--- src/rtl/hazard_pkg.sv ---
// Shared types for the pipeline hazard controller: per-stage shadow tag and forward-select codes.
// Tag fields are sized for the largest supported core; narrower configs zero-extend into them.
package hazard_pkg;

   localparam int RAW_MAX  = 8;
   localparam int NSRC_MAX = 4;

   localparam logic [1:0] FWD_RF    = 2'b00;
   localparam logic [1:0] FWD_EXMEM = 2'b01;
   localparam logic [1:0] FWD_MEMWB = 2'b10;

   typedef struct packed {
      logic                               valid;
      logic [RAW_MAX-1:0]                 rd;
      logic                               regwrite;
      logic                               memread;
      logic                               multicycle;
      logic [NSRC_MAX-1:0][RAW_MAX-1:0]   rs;
      logic [NSRC_MAX-1:0]                rs_used;
   } stage_tag_t;

   localparam stage_tag_t NOP_TAG = '0;

   function automatic logic writes_reg(input stage_tag_t t, input logic [RAW_MAX-1:0] r);
      return t.valid && t.regwrite && (t.rd == r);
   endfunction

endpackage

--- src/rtl/fwd_match.sv ---
// Forward-source select for one EX operand against the MEM and WB shadow tags.
module fwd_match
   import hazard_pkg::*;
(
   input  logic [RAW_MAX-1:0] src,
   input  logic               src_used,
   input  stage_tag_t         mem_tag,
   input  stage_tag_t         wb_tag,
   output logic [1:0]         sel
);

   // The younger writer (MEM) always shadows the older one (WB).
   always_comb begin
      sel = FWD_RF;
      if (src_used && (src != '0)) begin
         if (writes_reg(mem_tag, src))
            sel = FWD_EXMEM;
         else if (writes_reg(wb_tag, src))
            sel = FWD_MEMWB;
      end
   end

endmodule

--- src/rtl/hazard_ctrl.sv ---
// Pipeline hazard controller: operand forwarding, load-use stall, multi-cycle EX hold and
// taken-branch flush, driven from a private EX/MEM/WB shadow tag pipeline.
module hazard_ctrl
   import hazard_pkg::*;
#(
   parameter int NSRC   = 2,
   parameter int RAW    = 5,
   parameter int MC_LAT = 4
) (
   input  logic                  cpuclk,
   input  logic                  rst_n,
   input  logic                  id_valid,
   input  logic [NSRC*RAW-1:0]   id_rs,
   input  logic [NSRC-1:0]       id_rs_used,
   input  logic [RAW-1:0]        id_rd,
   input  logic                  id_regwrite,
   input  logic                  id_memread,
   input  logic                  id_multicycle,
   input  logic                  mem_branch_taken,
   output logic                  stall_pc,
   output logic                  stall_ifid,
   output logic                  stall_idex,
   output logic                  bubble_idex,
   output logic                  bubble_exmem,
   output logic                  flush_ifid,
   output logic                  flush_idex,
   output logic                  flush_exmem,
   output logic [2*NSRC-1:0]     fwd_sel,
   output logic                  mc_busy
);

   localparam int                CNT_W   = (MC_LAT > 1) ? $clog2(MC_LAT) : 1;
   localparam logic [CNT_W-1:0]  MC_LOAD = CNT_W'(MC_LAT - 1);

   stage_tag_t        id_tag, ex_tag, mem_tag, wb_tag;
   logic [CNT_W-1:0]  mc_cnt;
   logic              lu_hit;

   always_comb begin
      id_tag            = NOP_TAG;
      id_tag.valid      = id_valid;
      id_tag.rd         = RAW_MAX'(id_rd);
      id_tag.regwrite   = id_regwrite;
      id_tag.memread    = id_memread;
      id_tag.multicycle = id_multicycle;
      for (int k = 0; k < NSRC; k++) begin
         id_tag.rs[k]      = RAW_MAX'(id_rs[k*RAW +: RAW]);
         id_tag.rs_used[k] = id_rs_used[k];
      end
   end

   always_comb begin
      lu_hit = 1'b0;
      if (id_valid && ex_tag.valid && ex_tag.memread && (ex_tag.rd != '0)) begin
         for (int k = 0; k < NSRC; k++)
            if (id_tag.rs_used[k] && (id_tag.rs[k] == ex_tag.rd))
               lu_hit = 1'b1;
      end
   end

   assign mc_busy = (mc_cnt != '0);

   // Flush outranks the multi-cycle hold, which in turn covers any load-use hazard.
   always_comb begin
      stall_pc     = 1'b0;
      stall_ifid   = 1'b0;
      stall_idex   = 1'b0;
      bubble_idex  = 1'b0;
      bubble_exmem = 1'b0;
      flush_ifid   = 1'b0;
      flush_idex   = 1'b0;
      flush_exmem  = 1'b0;
      if (mem_branch_taken) begin
         flush_ifid  = 1'b1;
         flush_idex  = 1'b1;
         flush_exmem = 1'b1;
      end else if (mc_busy) begin
         stall_pc     = 1'b1;
         stall_ifid   = 1'b1;
         stall_idex   = 1'b1;
         bubble_exmem = 1'b1;
      end else if (lu_hit) begin
         stall_pc    = 1'b1;
         stall_ifid  = 1'b1;
         bubble_idex = 1'b1;
      end
   end

   always_ff @(posedge cpuclk or negedge rst_n) begin
      if (!rst_n) begin
         ex_tag  <= NOP_TAG;
         mem_tag <= NOP_TAG;
         wb_tag  <= NOP_TAG;
      end else begin
         wb_tag  <= mem_tag;
         mem_tag <= (bubble_exmem || flush_exmem) ? NOP_TAG : ex_tag;
         if (!stall_idex)
            ex_tag <= (bubble_idex || flush_idex || !id_valid) ? NOP_TAG : id_tag;
      end
   end

   // Down-counter of remaining EX hold cycles; loads when a multi-cycle op actually enters EX.
   always_ff @(posedge cpuclk or negedge rst_n) begin
      if (!rst_n)
         mc_cnt <= '0;
      else if (mem_branch_taken)
         mc_cnt <= '0;
      else if (mc_busy)
         mc_cnt <= mc_cnt - CNT_W'(1);
      else if (!bubble_idex && id_valid && id_multicycle)
         mc_cnt <= MC_LOAD;
   end

   for (genvar k = 0; k < NSRC; k++) begin : g_fwd
      fwd_match u_fwd_match (
         .src      (ex_tag.rs[k]),
         .src_used (ex_tag.valid & ex_tag.rs_used[k]),
         .mem_tag  (mem_tag),
         .wb_tag   (wb_tag),
         .sel      (fwd_sel[2*k +: 2])
      );
   end

endmodule

--- config.mk ---
export PLATFORM = sky130hd
export DESIGN_NAME = hazard_ctrl
export DESIGN_NICKNAME = d
export VERILOG_FILES = /design/src/rtl/hazard_pkg.sv /design/src/rtl/fwd_match.sv /design/src/rtl/hazard_ctrl.sv
export SDC_FILE = /design/constraint.sdc
export NUM_CORES = 1
export LEC_CHECK = 0
export CORE_MARGIN = 2
export CORE_UTILIZATION = 40
export CTS_BUF_LIST = sky130_fd_sc_hd__clkbuf_4 sky130_fd_sc_hd__clkbuf_8 sky130_fd_sc_hd__clkbuf_16
export CTS_CLUSTER_SIZE = 8
export DETAILED_ROUTE_END_ITERATION = 7
export GPL_TIMING_DRIVEN = 0
export PLACE_DENSITY = 0.76
export SYNTH_ARGS = -nofsm -noshare
export SYNTH_HDL_FRONTEND = slang
export SYNTH_SLANG_ARGS = --single-unit
--- constraint.sdc ---
create_clock -name cpuclk -period 3.6 [get_ports cpuclk]
set_input_delay 0.72 -clock cpuclk [delete_from_list [all_inputs] [get_ports cpuclk]]
set_output_delay 0.72 -clock cpuclk [all_outputs]
set_load 0.01 [all_outputs]
==> qor.csv <==
metric,value,unit
Tmin final,3.482,ns
clk sinks,36,
area of the multi-input gates,798.3,sq um
register area,900.9,sq um
Rows,24,
#FFs+latches synth,36,
n_diodes,0,
Tcrit/Tclk final,96.71,%
Syn Std Cell Area,1783,sq um
Hold Path Class,reg2reg,
Tot GR Track Use,16.96,%
DIE HEIGHT,70.77,um
WP buf/inv,3,
clock buffers created by TritonCTS,5,
number of global-route vias before repair,1398,
# setup viols final,0,
Die X,70.77,um
vias per cell,5.286,
routed wire length per instance,15.25,um
"Hold Vio Cnt, Final",0,
Mapped Nets,182,
first-pass GRT wire length,6589,um
Slew HR,47.28,%
Synth-to-Final Area Change,29.82,%
core area,4324,sq um
Max-Cap Viols,0,
Slew @ Worst Pin,0.7909,ns
hold slack final,0.3775,ns
worst-skew pair later-pin latency,0.29,ns
largest net degree at the start of global routing,37,
status,"complete, no violations",
global route overflow,0,
critical path arrival,2.76,ns
Worst-path clk slew,0.07,ns
Pwr Density,545.4,nW/um^2
Peak supply drop,404.9,uV
CP most frequent cell,clkdlybuf4s50_1,
setup TNS,0,ns
I/O Buffers,36,
Total Nets Final,228,
"EDFF count, synth",0,
clk buf depth,2,
"Max FO, Critical Path",5,
via count,1348,
WL final,3888,um
die footprint,5008,sq um
Root Driver,clkbuf_8,
H-Tree Depth,2,
RD Place Congestion,0.8174,
fillers,406,
Final Max Tran Viols,0,
final clock skew,0.002824,ns
CP Capture Type,output port,
final HPWL from detailed placement,2873,um
hold buffers post-CTS,0,
DRT Pass-1 Iters,4,
crit-path cells,"clkdlybuf4s50_1, xnor2_1, nand4_1, o22ai_4, nand3_1, a21oi_1, buf_4, clkdlybuf4s50_1",
slowest stage cell on the critical path,clkdlybuf4s50_1,
FMAX,287.2,MHz
"Largest stage delay, worst path",0.53,ns
Mapped Cells,157,
"delay-heaviest family, CP",buffers and inverters,
Initial Util,41.23,%
Post-route DRC,0,
YS warnings,0,
top_reg_cell synth,dfrtp_1,
CTS tree,built,
P_leak,1.031,nW
register area share after synthesis,50.53,%
"Avg Cell Area, Syn",11.36,sq um
required time of the critical path,2.88,ns
Startpoint Class,input pin,
fraction of registers with async set/reset,100.0,%
IO Count,37,
CP Class,in2out,
post-route ant nets,0,
post-synth cell types,35,
layout cells sized above 1,12.32,%
initial antenna violation count,0,
initial DRC count,77,
[power by group]
group | switching (mW) | internal, mW | total [mW]
Sequential | 0.0783 | 0.468 | 0.546
Combinational | 0.216 | 0.226 | 0.442
Clock | 0.136 | 0.139 | 0.275
[metal layers]
metal / wire length (um) / GRT usage, % / part of all wire (%) / up-vias
met1: 1753 / 22.43 / 45 / 654
met2: 1861 / 25.96 / 48 / 34
met3: 206 / 5.271 / 5.3 / 7
met5: 0 / 0 / 0 / -
met4: 66 / 7.128 / 1.7 / 0
li1: - / - / - / 653
[registers in the layout (all words and copies together), names as in the netlist]
signal,cells
mc_cnt,2
mem_tag,7
ex_tag,20
wb_tag,7
[stage by stage]
step	setup WS, ns	total power [mW]	cell area (sq um)	util [%]	cells
floorplan	1.045	0.8278	1783	-	157
global placement	0.01324	0.9768	2208	51.07	245
detailed placement	-0.03846	0.9906	2203	50.95	245
CTS	0.02136	1.271	2292	53.01	252
global route	-0.02611	1.346	2315	53.53	255
finish	0.1185	1.262	2315	53.53	255
[layout by cell type, fill, tap and decap left out, drive strengths merged, types with 7 or more instances in the layout]
| cell type | count |
|---|---|
| a22o | 19 |
| and2 | 7 |
| buf | 12 |
| clkbuf | 8 |
| clkdlybuf4s50 | 35 |
| dfrtp | 36 |
| nand2 | 7 |
| nor2 | 9 |
| xnor2 | 20 |
| xor2 | 8 |
[path summary, 6_finish.rpt]
path / start / slack [ns] / end / cells past startpoint
max: id_rs[8] / 0.12 / stall_pc / 8
min: mem_tag[47] / 0.38 / wb_tag[47] / 0
max reg2reg: mc_cnt[0] / 1.66 / ex_tag[41] / 9
min reg2reg: mem_tag[47] / 0.38 / wb_tag[47] / 0
max in group asynchronous: rst_n / 2.59 / ex_tag[14] / 1
min in group asynchronous: rst_n / 0.51 / wb_tag[41] / 1
[area by class of cell]
type	count	area share [%]
well taps	52	2.811
inverters	5	0.8108
flip-flops and latches	36	38.92
clock inverters	1	0.2162
multi-input cells	106	34.49
plain buffers	10	3.135
repair buffers	39	16.32
clock buffers	6	3.297
[Yosys cell counts, types with 2 or more instances]
cell	count	share of area (%)
clkbuf_1	2	0.42
and2_1	6	2.1
nand4_1	6	2.1
nand2_1	7	1.5
or4_1	2	0.84
nand3_1	2	0.56
inv_1	4	0.84
o211ai_1	3	1.3
nor4_1	3	1.1
or3_1	2	0.70
buf_6	2	1.3
nor2_1	9	1.9
dfrtp_1	36	51
nor3_1	3	0.84
xor2_1	8	3.9
a21oi_1	2	0.56
xnor2_1	20	9.8
buf_4	5	2.1
a22o_1	19	9.3
[worst reg2reg max path, delay by kind of cell, from the launching register on]
family / cells / cell delay [ns]
AOI/OAI and AO/OA: 2 / 0.30
adders and majority gates: 1 / 0.14
buffers and inverters: 4 / 0.49
DFF: 1 / 0.40
and+or+nand+nor: 2 / 0.56
[cells by family (layout without fill, tap and decap cells)]
group	count (synthesis)	count (layout)	synth area share, %
adder cells (fa/ha/maj)	1	1	0.7016
AND/OR/NAND/NOR	44	44	13.54
flip-flops	36	36	50.53
XOR/XNOR	28	28	13.75
buffers and inverters	15	61	5.122
AO/OA/AOI/OAI	33	33	16.35
[repair_timing]
item | in CTS | in global routing
endpoints found under the setup margin | 1 | 1
endpoints found under the hold margin | 0 | 0
gates resized for setup | 1 | 0
buffers inserted | 0 | 3
pin swaps | 1 | 1
No activity file was read; power rests on OpenSTA's default activity.
